--- config.mk ---
export PLATFORM = sky130hd
export DESIGN_NAME = alu4_share_ctrl_flat
export DESIGN_NICKNAME = d
export VERILOG_FILES = /design/src/rtl/alu4_share_ctrl_if.sv /design/src/rtl/alu4_share_ctrl.sv /design/src/flat_wrapper.sv
export SDC_FILE = /design/constraint.sdc
export NUM_CORES = 1
export LEC_CHECK = 0
export CAP_MARGIN = 20
export CORE_MARGIN = 2
export CORE_UTILIZATION = 40
export DETAILED_ROUTE_END_ITERATION = 16
export HOLD_SLACK_MARGIN = 0.1
export PLACE_DENSITY_LB_ADDON = 0.12
export SETUP_SLACK_MARGIN = 0.2
export SYNTH_ARGS = -nofsm -noshare
export SYNTH_HDL_FRONTEND = slang
export SYNTH_SLANG_ARGS = --single-unit
--- constraint.sdc ---
create_clock -name CLK_in -period 3.7 [get_ports CLK_in]
set_input_delay 0.555 -clock CLK_in [delete_from_list [all_inputs] [get_ports CLK_in]]
set_output_delay 0.555 -clock CLK_in [all_outputs]
set_load 0.01 [all_outputs]
--- src/rtl/alu4_share_ctrl_if.sv ---
// Bus between the two operation requesters, the shared ALU and the arbiter/sequencer.
// The slave modport is the controller's view; the master modport is the environment's.
interface alu4_share_ctrl_if #(
  parameter int W  = 4,
  parameter int SW = 2
);
  logic          REQ0_in;
  logic [W-1:0]  A0_in;
  logic [W-1:0]  B0_in;
  logic [SW-1:0] SEL0_in;
  logic          REQ1_in;
  logic [W-1:0]  A1_in;
  logic [W-1:0]  B1_in;
  logic [SW-1:0] SEL1_in;
  logic          GNT0_out;
  logic          GNT1_out;
  logic          DONE0_out;
  logic          DONE1_out;
  logic [W-1:0]  RES_out;
  logic          BUSY_out;
  logic [W-1:0]  ALU_A_out;
  logic [W-1:0]  ALU_B_out;
  logic [SW-1:0] ALU_SEL_out;
  logic [W-1:0]  ALU_Y_in;

  modport slave (
    input  REQ0_in, A0_in, B0_in, SEL0_in,
    input  REQ1_in, A1_in, B1_in, SEL1_in,
    input  ALU_Y_in,
    output GNT0_out, GNT1_out, DONE0_out, DONE1_out,
    output RES_out, BUSY_out, ALU_A_out, ALU_B_out, ALU_SEL_out
  );

  modport master (
    output REQ0_in, A0_in, B0_in, SEL0_in,
    output REQ1_in, A1_in, B1_in, SEL1_in,
    output ALU_Y_in,
    input  GNT0_out, GNT1_out, DONE0_out, DONE1_out,
    input  RES_out, BUSY_out, ALU_A_out, ALU_B_out, ALU_SEL_out
  );
endinterface

--- src/rtl/alu4_share_ctrl.sv ---
// Round-robin arbiter and sequencer that lets two requesters share one combinational ALU.
// Operands are registered onto the ALU, held HOLD_CYCLES clocks, then Y is captured.
module alu4_share_ctrl #(
  parameter int W           = 4,
  parameter int SW          = 2,
  parameter int HOLD_CYCLES = 1
) (
  input  logic               CLK_in,
  input  logic               RST_n_in,
  alu4_share_ctrl_if.slave   bus
);

  typedef enum logic [1:0] {
    IDLE = 2'd0,
    EXEC = 2'd1,
    DONE = 2'd2
  } state_t;

  localparam logic [3:0] HOLD_LOAD = 4'(HOLD_CYCLES - 1);

  state_t        state_q, state_d;
  logic          ptr_q, ptr_d;
  logic          owner_q, owner_d;
  logic [3:0]    cnt_q, cnt_d;
  logic          gnt0_q, gnt0_d;
  logic          gnt1_q, gnt1_d;
  logic          done0_q, done0_d;
  logic          done1_q, done1_d;
  logic          busy_q, busy_d;
  logic [W-1:0]  res_q, res_d;
  logic [W-1:0]  alu_a_q, alu_a_d;
  logic [W-1:0]  alu_b_q, alu_b_d;
  logic [SW-1:0] alu_sel_q, alu_sel_d;
  logic          win_s;

  // Winner: a lone requester always wins; on contention the pointer decides.
  always_comb begin
    if (bus.REQ0_in && bus.REQ1_in) begin
      win_s = ptr_q;
    end else begin
      win_s = bus.REQ1_in;
    end
  end

  // Next-state and next-output computation for the sequencer.
  always_comb begin
    state_d   = state_q;
    ptr_d     = ptr_q;
    owner_d   = owner_q;
    cnt_d     = cnt_q;
    res_d     = res_q;
    alu_a_d   = alu_a_q;
    alu_b_d   = alu_b_q;
    alu_sel_d = alu_sel_q;
    gnt0_d    = 1'b0;
    gnt1_d    = 1'b0;
    done0_d   = 1'b0;
    done1_d   = 1'b0;
    case (state_q)
      IDLE: begin
        if (bus.REQ0_in || bus.REQ1_in) begin
          owner_d   = win_s;
          alu_a_d   = win_s ? bus.A1_in   : bus.A0_in;
          alu_b_d   = win_s ? bus.B1_in   : bus.B0_in;
          alu_sel_d = win_s ? bus.SEL1_in : bus.SEL0_in;
          cnt_d     = HOLD_LOAD;
          gnt0_d    = ~win_s;
          gnt1_d    = win_s;
          state_d   = EXEC;
        end else begin
          state_d   = IDLE;
        end
      end
      EXEC: begin
        if (cnt_q != 4'd0) begin
          cnt_d   = cnt_q - 4'd1;
        end else begin
          // Priority flips away from whoever just finished.
          res_d   = bus.ALU_Y_in;
          done0_d = ~owner_q;
          done1_d = owner_q;
          ptr_d   = ~owner_q;
          state_d = DONE;
        end
      end
      DONE: begin
        state_d = IDLE;
      end
      default: begin
        state_d = IDLE;
      end
    endcase
    busy_d = (state_d != IDLE);
  end

  // State and registered outputs; async reset discards any in-flight op.
  always_ff @(posedge CLK_in or negedge RST_n_in) begin
    if (!RST_n_in) begin
      state_q   <= IDLE;
      ptr_q     <= 1'b0;
      owner_q   <= 1'b0;
      cnt_q     <= 4'd0;
      gnt0_q    <= 1'b0;
      gnt1_q    <= 1'b0;
      done0_q   <= 1'b0;
      done1_q   <= 1'b0;
      busy_q    <= 1'b0;
      res_q     <= '0;
      alu_a_q   <= '0;
      alu_b_q   <= '0;
      alu_sel_q <= '0;
    end else begin
      state_q   <= state_d;
      ptr_q     <= ptr_d;
      owner_q   <= owner_d;
      cnt_q     <= cnt_d;
      gnt0_q    <= gnt0_d;
      gnt1_q    <= gnt1_d;
      done0_q   <= done0_d;
      done1_q   <= done1_d;
      busy_q    <= busy_d;
      res_q     <= res_d;
      alu_a_q   <= alu_a_d;
      alu_b_q   <= alu_b_d;
      alu_sel_q <= alu_sel_d;
    end
  end

  assign bus.GNT0_out    = gnt0_q;
  assign bus.GNT1_out    = gnt1_q;
  assign bus.DONE0_out   = done0_q;
  assign bus.DONE1_out   = done1_q;
  assign bus.RES_out     = res_q;
  assign bus.BUSY_out    = busy_q;
  assign bus.ALU_A_out   = alu_a_q;
  assign bus.ALU_B_out   = alu_b_q;
  assign bus.ALU_SEL_out = alu_sel_q;

endmodule
--- src/flat_wrapper.sv ---
// flat-port wrapper written by rule: the top's interface ports become plain ports
module alu4_share_ctrl_flat 
#(
  parameter int W           = 4,
  parameter int SW          = 2,
  parameter int HOLD_CYCLES = 1
)
  (CLK_in, RST_n_in, bus_REQ0_in, bus_A0_in, bus_B0_in, bus_SEL0_in, bus_REQ1_in, bus_A1_in, bus_B1_in, bus_SEL1_in, bus_ALU_Y_in, bus_GNT0_out, bus_GNT1_out, bus_DONE0_out, bus_DONE1_out, bus_RES_out, bus_BUSY_out, bus_ALU_A_out, bus_ALU_B_out, bus_ALU_SEL_out);
  alu4_share_ctrl_if #(.W(W), .SW(SW)) bus_i ();
  input  logic CLK_in;
  input  logic RST_n_in;
  input wire logic [$bits(bus_i.REQ0_in)-1:0] bus_REQ0_in;
  input wire logic [$bits(bus_i.A0_in)-1:0] bus_A0_in;
  input wire logic [$bits(bus_i.B0_in)-1:0] bus_B0_in;
  input wire logic [$bits(bus_i.SEL0_in)-1:0] bus_SEL0_in;
  input wire logic [$bits(bus_i.REQ1_in)-1:0] bus_REQ1_in;
  input wire logic [$bits(bus_i.A1_in)-1:0] bus_A1_in;
  input wire logic [$bits(bus_i.B1_in)-1:0] bus_B1_in;
  input wire logic [$bits(bus_i.SEL1_in)-1:0] bus_SEL1_in;
  input wire logic [$bits(bus_i.ALU_Y_in)-1:0] bus_ALU_Y_in;
  output wire logic [$bits(bus_i.GNT0_out)-1:0] bus_GNT0_out;
  output wire logic [$bits(bus_i.GNT1_out)-1:0] bus_GNT1_out;
  output wire logic [$bits(bus_i.DONE0_out)-1:0] bus_DONE0_out;
  output wire logic [$bits(bus_i.DONE1_out)-1:0] bus_DONE1_out;
  output wire logic [$bits(bus_i.RES_out)-1:0] bus_RES_out;
  output wire logic [$bits(bus_i.BUSY_out)-1:0] bus_BUSY_out;
  output wire logic [$bits(bus_i.ALU_A_out)-1:0] bus_ALU_A_out;
  output wire logic [$bits(bus_i.ALU_B_out)-1:0] bus_ALU_B_out;
  output wire logic [$bits(bus_i.ALU_SEL_out)-1:0] bus_ALU_SEL_out;
  assign bus_i.REQ0_in = bus_REQ0_in;
  assign bus_i.A0_in = bus_A0_in;
  assign bus_i.B0_in = bus_B0_in;
  assign bus_i.SEL0_in = bus_SEL0_in;
  assign bus_i.REQ1_in = bus_REQ1_in;
  assign bus_i.A1_in = bus_A1_in;
  assign bus_i.B1_in = bus_B1_in;
  assign bus_i.SEL1_in = bus_SEL1_in;
  assign bus_i.ALU_Y_in = bus_ALU_Y_in;
  assign bus_GNT0_out = bus_i.GNT0_out;
  assign bus_GNT1_out = bus_i.GNT1_out;
  assign bus_DONE0_out = bus_i.DONE0_out;
  assign bus_DONE1_out = bus_i.DONE1_out;
  assign bus_RES_out = bus_i.RES_out;
  assign bus_BUSY_out = bus_i.BUSY_out;
  assign bus_ALU_A_out = bus_i.ALU_A_out;
  assign bus_ALU_B_out = bus_i.ALU_B_out;
  assign bus_ALU_SEL_out = bus_i.ALU_SEL_out;
  alu4_share_ctrl #(.W(W), .SW(SW), .HOLD_CYCLES(HOLD_CYCLES)) u_core (.CLK_in(CLK_in), .RST_n_in(RST_n_in), .bus(bus_i));
endmodule
==> summary.txt <==
outcome -> finished, final reports clean
row cnt -> 20
PortBufs -> 46
Synthesized Nets -> 147
WHS -> 0.472 ns
Hold WC Path Type -> flop to flop
Max Transition Viols Final -> 0
DR pass1 iterations -> 4
Max Freq -> 476 MHz
die area -> 3690 um2
Worst Setup End Kind -> flop
CP delay by family, top -> buffers and inverters
worst reg2reg setup slack -> 1.83 ns
area of the multi-input gates -> 532 um2
slew margin rel. -> 51.8%
vias in the first global route -> 1096
CP bufs+invs -> 1
Total Wirelength -> 3030 um
Cell Chain, Critical Path -> clkdlybuf4s50_1, or2_1, nand2_1, a221o_1
htree depth -> 1
startpoint types -> input pin
worst slew pin tran -> 0.720 ns
Fin Setup TNS -> 0 ns
clock skew -> 0.00513 ns
Setup Buffers After CTS -> 0
Die Height -> 60.8 um
RSZ-0062 raised after global routing -> no
WL/cell -> 14.8 um
Die Wd -> 60.8 um
gp weighted congestion -> 0.791
Worst Setup EP -> u_core.bus.ALU_A_out[3]
Final ANT Viol Nets -> 0
combinational cell fraction of total power -> 53.0%
dominant cell by count in the synthesized netlist -> dfrtp_1
commonest cells in the netlist -> dfrtp_1 (27), o21ai_0 (12), a21oi_1 (10), a31oi_1 (9), nand3_1 (9)
Most used DFF post-synth -> dfrtp_1
Post-Syn Area -> 1290 um2
diodes inserted -> 0
Worst path depth -> 4
clk buf depth -> 2
global route overflow -> 0
crit path time final -> 2.10 ns
Clock power frac -> 9.4%
worst-path maximum fanout -> 13
critical path required time -> 3.93 ns
async set-reset flop share out of synthesis -> 100%
Final period util -> 56.8%
clk sinks -> 27
Max VDD drop -> 0.373 mV
register clock-pin slew on the reported worst setup and hold paths -> 0.15 ns
vias per cell -> 5.16
cell count after synthesis -> 117
Worst EP arrival -> 2.33 ns
Synth cell types -> 34
FF/Latch Area -> 676 um2
Yosys Warn Count -> 0
sequential share of power -> 37.6%
share of layout cells above drive strength 1 -> 12.5%
Synth area leaders -> dfrtp_1 (52%), mux2_4 (5.8%), o21ai_0 (4.7%), a31oi_1 (4.4%), a21oi_1 (3.9%)
sequential fraction of the synthesis area -> 52.4%
num ports -> 47
initial core utilization -> 42.2%
Net Sw Frac -> 36.8%
Critical Path Slowest Stage Cell -> clkdlybuf4s50_1
Yosys reg bits -> 27
worst reg2reg path startpoint -> u_core.state_q[0]
post-CTS sizing -> 0
initial detailed-routing violation count -> 60
switching power -> 514 uW
synthesized area per cell -> 11.0 um2
clk_lat worst skew -> 0.33 ns
setup violators final -> 0
vias -> 1052
first-pass GRT wire length -> 4890 um
Yosys top cell by area -> dfrtp_1
total power -> 1400 uW
LEAKAGE -> 0.000756 uW
Clock Tree Root -> clkbuf_4
TritonCTS buffer count -> 3
GRT Total Usage -> 18.1%
final hold vios -> 0
Post-synth EDFFs -> 0
Synth top area share -> 52.4%
core footprint -> 3050 um2
Crit Path Class -> input pin to flop
Reg2Reg Depth -> 3
FF-to-FF End -> u_core.bus.ALU_A_out[3]
P_int -> 882 uW
initial antenna violation count -> 0
synth-to-layout area growth -> 38.2%
hold buffers post-CTS -> 0
TritonCTS clock tree -> done
Max-cap violations -> 0
Pwr Density -> 784 nW/um2
# DRC -> 0
largest net degree at the start of global routing -> 28
worst stage delay on the critical path -> 0.73 ns
DP HPWL -> 2150 um
nets@finish -> 191
fillers -> 280
CP startpoint -> bus_REQ1_in
-- placed cells by master, fill, tap and decap left out, types with 2 or more instances in the layout --
cell type,netlist,routed
ha_1,2,2
inv_1,6,6
nand2b_1,2,2
nand3_1,9,9
mux2_4,5,5
nand2_1,2,2
a21oi_1,10,10
clkbuf_4,0,3
dfrtp_1,27,27
nor3_1,2,2
o21ai_0,12,12
nor2_1,5,5
a31oi_1,9,9
clkdlybuf4s50_1,0,46
-- worst register-to-register path, delay by kind of cell, from the launching register on --
kind | cells | cell delay (ns)
AO/OA/AOI/OAI | 1 | 0.42
flip-flops | 1 | 0.45
AND/OR/NAND/NOR | 2 | 0.90
-- layer usage --
| layer | GRT usage (%) | share of wire [%] |
|---|---|---|
| met4 | 9.01 | 1.2 |
| met1 | 24.3 | 44 |
| met2 | 27.8 | 47 |
| met3 | 3.84 | 8.0 |
| met5 | 0 | 0 |
-- kinds of logic (layout without fill, tap and decap cells) --
| group | Yosys count | count (layout) | synth area share [%] |
|---|---|---|---|
| compound gates | 37 | 37 | 17.2 |
| fa+ha+maj | 2 | 2 | 1.94 |
| buf+inv | 14 | 57 | 6.31 |
| flops | 27 | 27 | 52.4 |
| mux | 7 | 7 | 7.48 |
| simple gates | 30 | 30 | 14.7 |
-- through the flow --
stage / instance area, um2 / setup WS [ns] / util [%] / std cells
floorplan: 1290 / 2.24 / - / 117
global placement: 1750 / 1.32 / 57.4 / 200
detailed placement: 1750 / 1.24 / 57.4 / 200
CTS: 1780 / 1.62 / 58.3 / 204
global route: 1780 / 1.49 / 58.3 / 204
finish: 1780 / 1.60 / 58.3 / 204
-- power groups by stage --
stage | Clock (uW) | Combinational [uW] | Sequential (uW)
6_report | 131 | 741 | 524
5_1_grt | 146 | 815 | 543
4_1_cts | 135 | 748 | 526
3_5_place_dp | 0 | 746 | 531
3_3_place_gp | 0 | 730 | 528
2_1_floorplan | 0 | 424 | 564
-- cell type report --
cell class	instances	area share, %
multi-input combinational	76	29.9
clock buffer	3	1.26
sequential	27	37.9
inverter	6	1.26
timing repair buffer	47	26.3
clock inverter	1	0.281
tap	44	3.09
-- sequential cells by signal, summed over array words and instances (netlist names) --
name,cells
u_core.bus.GNT1_out,1
u_core.ptr_q,1
u_core.state_q,2
u_core.bus.BUSY_out,1
u_core.owner_q,1
u_core.bus.DONE0_out,1
u_core.bus.GNT0_out,1
u_core.bus.ALU_SEL_out,2
u_core.bus.DONE1_out,1
u_core.bus.ALU_B_out,4
u_core.bus.ALU_A_out,4
u_core.cnt_q,4
u_core.bus.RES_out,4
-- how the worst min path moves through the flow --
| stage | from | to | slack (ns) | cells past startpoint |
|---|---|---|---|---|
| after global routing | u_core.owner_q | u_core.bus.DONE0_out | 0.50 | 1 |
| after floorplan | RST_n_in | u_core.bus.ALU_A_out[0] | 0.26 | 0 |
| after global placement | u_core.owner_q | u_core.bus.DONE0_out | 0.46 | 1 |
| after detailed placement | u_core.owner_q | u_core.bus.DONE0_out | 0.46 | 1 |
| final | u_core.owner_q | u_core.bus.DONE0_out | 0.47 | 1 |
| after CTS | u_core.owner_q | u_core.bus.DONE0_out | 0.48 | 1 |
No activity file was read; power rests on OpenSTA's default activity.
==> edit 1: new RTL, same flow settings <==
`W` is set to 4 in 3 places; all go to 5.
--- a/src/rtl/alu4_share_ctrl_if.sv
+++ b/src/rtl/alu4_share_ctrl_if.sv
@@ -1,7 +1,7 @@
 // Bus between the two operation requesters, the shared ALU and the arbiter/sequencer.
 // The slave modport is the controller's view; the master modport is the environment's.
 interface alu4_share_ctrl_if #(
-  parameter int W  = 4,
+  parameter int W  = 5,
   parameter int SW = 2
 );
   logic          REQ0_in;
--- a/src/rtl/alu4_share_ctrl.sv
+++ b/src/rtl/alu4_share_ctrl.sv
@@ -1,7 +1,7 @@
 // Round-robin arbiter and sequencer that lets two requesters share one combinational ALU.
 // Operands are registered onto the ALU, held HOLD_CYCLES clocks, then Y is captured.
 module alu4_share_ctrl #(
-  parameter int W           = 4,
+  parameter int W           = 5,
   parameter int SW          = 2,
   parameter int HOLD_CYCLES = 1
 ) (
--- a/src/flat_wrapper.sv
+++ b/src/flat_wrapper.sv
@@ -1,7 +1,7 @@
 // flat-port wrapper written by rule: the top's interface ports become plain ports
 module alu4_share_ctrl_flat 
 #(
-  parameter int W           = 4,
+  parameter int W           = 5,
   parameter int SW          = 2,
   parameter int HOLD_CYCLES = 1
 )
Ports: changed (8 resized); port bits go from 47 to 55. The function was not compared with the original's and may differ.
==> edit 1 against the unedited design <==
  * Total power rose by 8.7%
  * Final area rose by 13%
  * Largest power group unchanged
  * Critical endpoint is now u_core.bus.RES_out[0]
  * Synthesized area rose by 5.0%
  * Routed wire length rose by 8.3%
  * Worst setup slack improved by 0.16 ns
  * Clock skew rose by 0.0077 ns
  * Count of clock-buffer cells in the layout rose by 4
  * Sequential cell count rose by 3
==> edit 1: results (changes against the unedited design) <==
| Metric | Value |
|---|---|
| Status | finished, final reports clean (unchanged) |
| RR Startpoint | u_core.cnt_q[0] (was u_core.state_q[0]) |
| Max incr delay on CP | 0.42 ns (was 0.73 ns) |
| Main area contributors after synthesis | dfrtp_1, a221o_2, mux2_4, a21boi_0, nor2_1 (was dfrtp_1, mux2_4, o21ai_0, a31oi_1, a21oi_1) |
| LEAKAGE | 0.8576 nW (was 0.7557 nW) |
| Crit-path slowest cell | dfrtp_1 (was clkdlybuf4s50_1) |
| PortBufs | 54 (was 46) |
| Switching pwr | 0.4881 mW (was 0.5143 mW) |
| Initial drt markers | 64 (was 60) |
| Critical R2R Capture | u_core.bus.RES_out[0] (was u_core.bus.ALU_A_out[3]) |
| Worst Max-Slew Pin Slew | 0.8041 ns (was 0.7198 ns) |
| Synth Net Count | 145 (was 147) |
| CTS root buffer | clkbuf_4 (unchanged) |
| HPWL Detailed | 2.416 mm (was 2.154 mm) |
| GR Util met1 | 0.2512 (was 0.2432) |
| Setup WS pre-CTS | 1.533 ns (was 1.237 ns) |
| Share of layout cells above drive strength 1 | 0.1479 (was 0.1250) |
| Sequential cell area fraction in the yosys report | 0.5545 (was 0.5243) |
| FF-to-FF setup slack | 1.76 ns (was 1.83 ns) |
| Total global-route track usage | 0.1881 (was 0.1810) |
| Largest net degree at the start of global routing | 31 (was 28) |
| Worst hold path startpoint | u_core.owner_q (unchanged) |
| Worst Clk Skew | 0.01287 ns (was 0.005131 ns) |
| CP max FO | 9 (was 13) |
| Dpl cells | 207 (was 200) |
| Clock buffer count from CTS | 5 (was 3) |
| Distinct cells, synth | 33 (was 34) |
| Reg2reg path depth | 5 (was 3) |
| Top delay family on crit path | simple AND/OR/NAND/NOR gates (was buffers and inverters) |
| Vias in the first global route | 1172 (was 1096) |
| DP Area | 1934 um^2 (was 1753 um^2) |
| Worst hold margin | 0.4709 ns (was 0.4722 ns) |
| Post-detailed-routing wire length | 3.277 mm (was 3.027 mm) |
| First-pass GRT wire length | 5.692 mm (was 4.885 mm) |
| Fin nets | 203 (was 191) |
[edit 1: cell types whose count changed after synthesis, moves of 2 or more]
cell and change:
o21ai_0 -7, a21boi_0 +9, a21oi_1 -7, a31oi_1 -6
or3_1 +2, buf_6 -2, nor2_1 +3, a221o_2 +8
dfrtp_1 +3, nor2b_1 +2, or2b_1 +2, nand3_1 -6
[edit 1: power by group through the flow]
| stage | combinational, mW | clock [mW] | sequential [mW] |
|---|---|---|---|
| after floorplan | 0.352 | 0 | 0.592 |
| after global placement | 0.713 | 0 | 0.544 |
| after detailed placement | 0.731 | 0 | 0.549 |
| after CTS | 0.736 | 0.257 | 0.545 |
| after global routing | 0.787 | 0.276 | 0.563 |
| final | 0.724 | 0.252 | 0.543 |
[edit 1: cells by family (layout without fill, tap and decap cells)]
logic type | after synthesis | count (layout) | share of synthesized area
AOI/OAI and AO/OA | 35 | 35 | 0.2126
adders and majority gates | 2 | 2 | 0.01848
buffers and inverters | 10 | 69 | 0.03789
DFF | 30 | 30 | 0.5545
muxes | 7 | 7 | 0.07394
and+or+nand+nor | 26 | 26 | 0.1026
[edit 1: metrics by stage]
stage / util / power [mW]
finish: 0.6118 / 1.518
global route: 0.6118 / 1.627
CTS: 0.6118 / 1.538
detailed placement: 0.5890 / 1.280
global placement: 0.5890 / 1.257
floorplan: - / 0.9442
[edit 1: cell type report]
class / instances / area, um^2 / area share
multi-input combinational: 70 / 551.8 / 0.2746
clock inverter: 1 / 30.03 / 0.01494
sequential: 30 / 750.7 / 0.3736
tap: 46 / 57.56 / 0.02864
inverter: 5 / 18.77 / 0.009340
timing repair buffer: 56 / 555.5 / 0.2765
clock buffer: 7 / 45.04 / 0.02242
[edit 1: how the worst max path moves through the flow]
stage	cells past startpoint	endpoint	slack [ns]	start
3_3_place_gp	4	u_core.bus.ALU_A_out[3]	1.58	bus_REQ0_in
4_1_cts	5	u_core.bus.RES_out[0]	1.70	u_core.cnt_q[0]
6_report	5	u_core.bus.RES_out[0]	1.76	u_core.cnt_q[0]
2_1_floorplan	6	u_core.bus.RES_out[0]	2.14	u_core.cnt_q[0]
3_5_place_dp	4	u_core.bus.ALU_B_out[1]	1.53	bus_REQ0_in
5_1_grt	5	u_core.ptr_q	1.57	u_core.cnt_q[0]
[edit 1: per-layer routing]
metal | vias to the layer above | routed length [um]
li1 | 518 | -
met1 | 530 | 1506
met2 | 38 | 1505
met3 | 5 | 227
met4 | 0 | 38
met5 | - | 0
==> edit 2: new RTL, config.mk and constraints unchanged <==
Without the edit above. Reset style: synchronous (`RST_n_in`), changed in one clocked block. Comments in the files are not updated.
--- a/src/rtl/alu4_share_ctrl.sv
+++ b/src/rtl/alu4_share_ctrl.sv
@@ -94,7 +94,7 @@
   end
 
   // State and registered outputs; async reset discards any in-flight op.
-  always_ff @(posedge CLK_in or negedge RST_n_in) begin
+  always_ff @(posedge CLK_in) begin
     if (!RST_n_in) begin
       state_q   <= IDLE;
       ptr_q     <= 1'b0;
Behaviour: differs if RST_n_in is asserted again (counterexample within 4 cycles, from zero or initial values and one cycle with RST_n_in low); with RST_n_in held inactive, the same outputs for 10 cycles.
==> edit 2 against the unedited design <==
  * Synthesized area decreased by 12%
  * Critical path depth fell by 1
  * Routed wire length decreased by 9.7%
  * Worst setup slack better by 0.085 ns
  * Register-to-register slack got worse by 0.09 ns
  * Count of clock-buffer cells in the layout up 1
  * Via count rose by 3.3%
  * Sequential cell count did not move
  * Final area shrank 8.7%
  * First-iteration DRC count down 42%
  * Global-route usage fell by 0.14 points
  * Critical path type unchanged
  * Critical endpoint is now u_core.bus.ALU_B_out[2]
Power is not compared: it rests on default switching activity, and its combinational part moved more than twofold at a synthesized area within 25%.
==> edit 2: results (changes against the unedited design) <==
| Metric | Value |
|---|---|
| First-pass GRT wire length | 4.705 mm (was 4.885 mm) |
| Hold Path End | u_core.bus.DONE0_out (unchanged) |
| H-tree levels | 1 (unchanged) |
| Initial drt markers | 35 (was 60) |
| FF-to-FF setup slack | 1.74 ns (was 1.83 ns) |
| Fin nets | 205 (was 191) |
| GP Congestion | 0.7602 (was 0.7908) |
| HPWL Detailed | 2.003 mm (was 2.154 mm) |
| CTS max path bufs | 2 (unchanged) |
| Clk slew on worst S/H paths | 0.14 ns |
| Synth Net Count | 162 (was 147) |
| Share of layout cells above drive strength 1 | 0.04598 (was 0.1250) |
| Async SR Flop Fraction | 0 (was 1.000) |
| Main area contributors after synthesis | dfxtp_1, o221ai_1, inv_1, nand4_1, a21oi_1 (was dfrtp_1, mux2_4, o21ai_0, a31oi_1, a21oi_1) |
| Rel. slew slack | 0.3886 (was 0.5184) |
| Total global-route track usage | 0.1797 (was 0.1810) |
| LEAKAGE | 0.6347 nW |
| Length of routed met2 wiring | 1.215 mm (was 1.421 mm) |
| Sequential cell area fraction in the yosys report | 0.4779 (was 0.5243) |
| CP max FO | 14 (was 13) |
| Worst skew pair latency | 0.31 ns (was 0.33 ns) |
| Fillers | 253 (was 280) |
| Vias | 1087 (was 1052) |
| Setup WS pre-CTS | 1.350 ns (was 1.237 ns) |
| Distinct cells, synth | 26 (was 34) |
| Wire length on met3 | 206 um (was 241 um) |
| Post-DR wirelength/cell | 13.33 um (was 14.84 um) |
| Hold Crit Class | reg -> reg (unchanged) |
| Status | finished, final reports clean (unchanged) |
| Largest net degree at the start of global routing | 15 (was 28) |
| Worst Setup End Kind | flip-flop (unchanged) |
| Synthesis Warnings | 0 (unchanged) |
| Critical R2R Capture | u_core.bus.ALU_B_out[2] (was u_core.bus.ALU_A_out[3]) |
| PortBufs | 46 (unchanged) |
| PostCTS Resize Cnt | 0 (unchanged) |
| Worst hold path startpoint | u_core.owner_q (unchanged) |
| Critical path launch point | RST_n_in (was bus_REQ1_in) |
| Worst VDD drop | 0.2795 mV |
| Crit path DAT | 2.24 ns (was 2.33 ns) |
| DRT met1 WL | 1.297 mm (was 1.329 mm) |
| FMAX | 496.4 MHz (was 476.2 MHz) |
| Post-synth top cells | dfxtp_1, inv_1, o221ai_1 (was dfrtp_1, o21ai_0, a21oi_1) |
| Worst Clk Skew | 0.006797 ns (was 0.005131 ns) |
| Main flop type after synthesis | dfxtp_1 (was dfrtp_1) |
| RR Startpoint | u_core.state_q[1] (was u_core.state_q[0]) |
edit 2: cell count changes after synthesis, sizes merged, moves of 3 or more:
cell	change
a31oi	-9
buf	-3
clkbuf	+5
dfrtp	-27
dfxtp	+27
inv	+21
mux2	-6
nand3	-4
nand4	+10
nor2	-3
o21ai	-4
o221ai	+12
edit 2: per-layer routing:
metal  GRT usage  vias to the layer above
met5           0                        -
met2      0.3005                       36
met1      0.2325                      494
li1            -                      555
met4     0.05980                        0
met3     0.03628                        2
edit 2: area by class of cell:
class                           instances  area (um^2)  share of cell area
Inverter                               27        101.3             0.06236
Tap cell                               31        38.79             0.02386
Multi-Input combinational cell         68        447.9              0.2756
Clock buffer                            4        26.28             0.01617
Timing Repair Buffer                   48        470.5              0.2895
Sequential cell                        27        540.5              0.3326
edit 2: cells by family (layout without fill, tap and decap cells):
logic type	after synthesis	count (layout)	share of synthesized area
AO/OA/AOI/OAI	33	33	0.2013
buffers and inverters	37	79	0.1261
adder cells (fa/ha/maj)	2	2	0.02212
AND/OR/NAND/NOR	33	33	0.1726
flip-flops	27	27	0.4779
edit 2: critical path, stage by stage:
cell             delay, ns
clkdlybuf4s50_1       0.77
o2111ai_1             0.56
o221ai_1              0.35
edit 2: where the power goes:
| part | internal [mW] | switching, mW |
|---|---|---|
| Clock | 0.0421 | 0.0805 |
| Combinational | 0.0743 | 0.0587 |
| Sequential | 0.313 | 0.0119 |
edit 2: metrics by stage:
stage	total power, mW	hold WS, ns	cells	cell area [um^2]	utilization
finish	0.5806	0.4802	205	1625	0.5997
global route	0.6183	0.5144	205	1625	0.5997
CTS	0.5855	0.4811	203	1615	0.5960
detailed placement	0.4637	0.4542	199	1589	0.5863
global placement	0.4608	0.4566	199	1589	0.5863
floorplan	0.3889	0.4236	132	1131	-
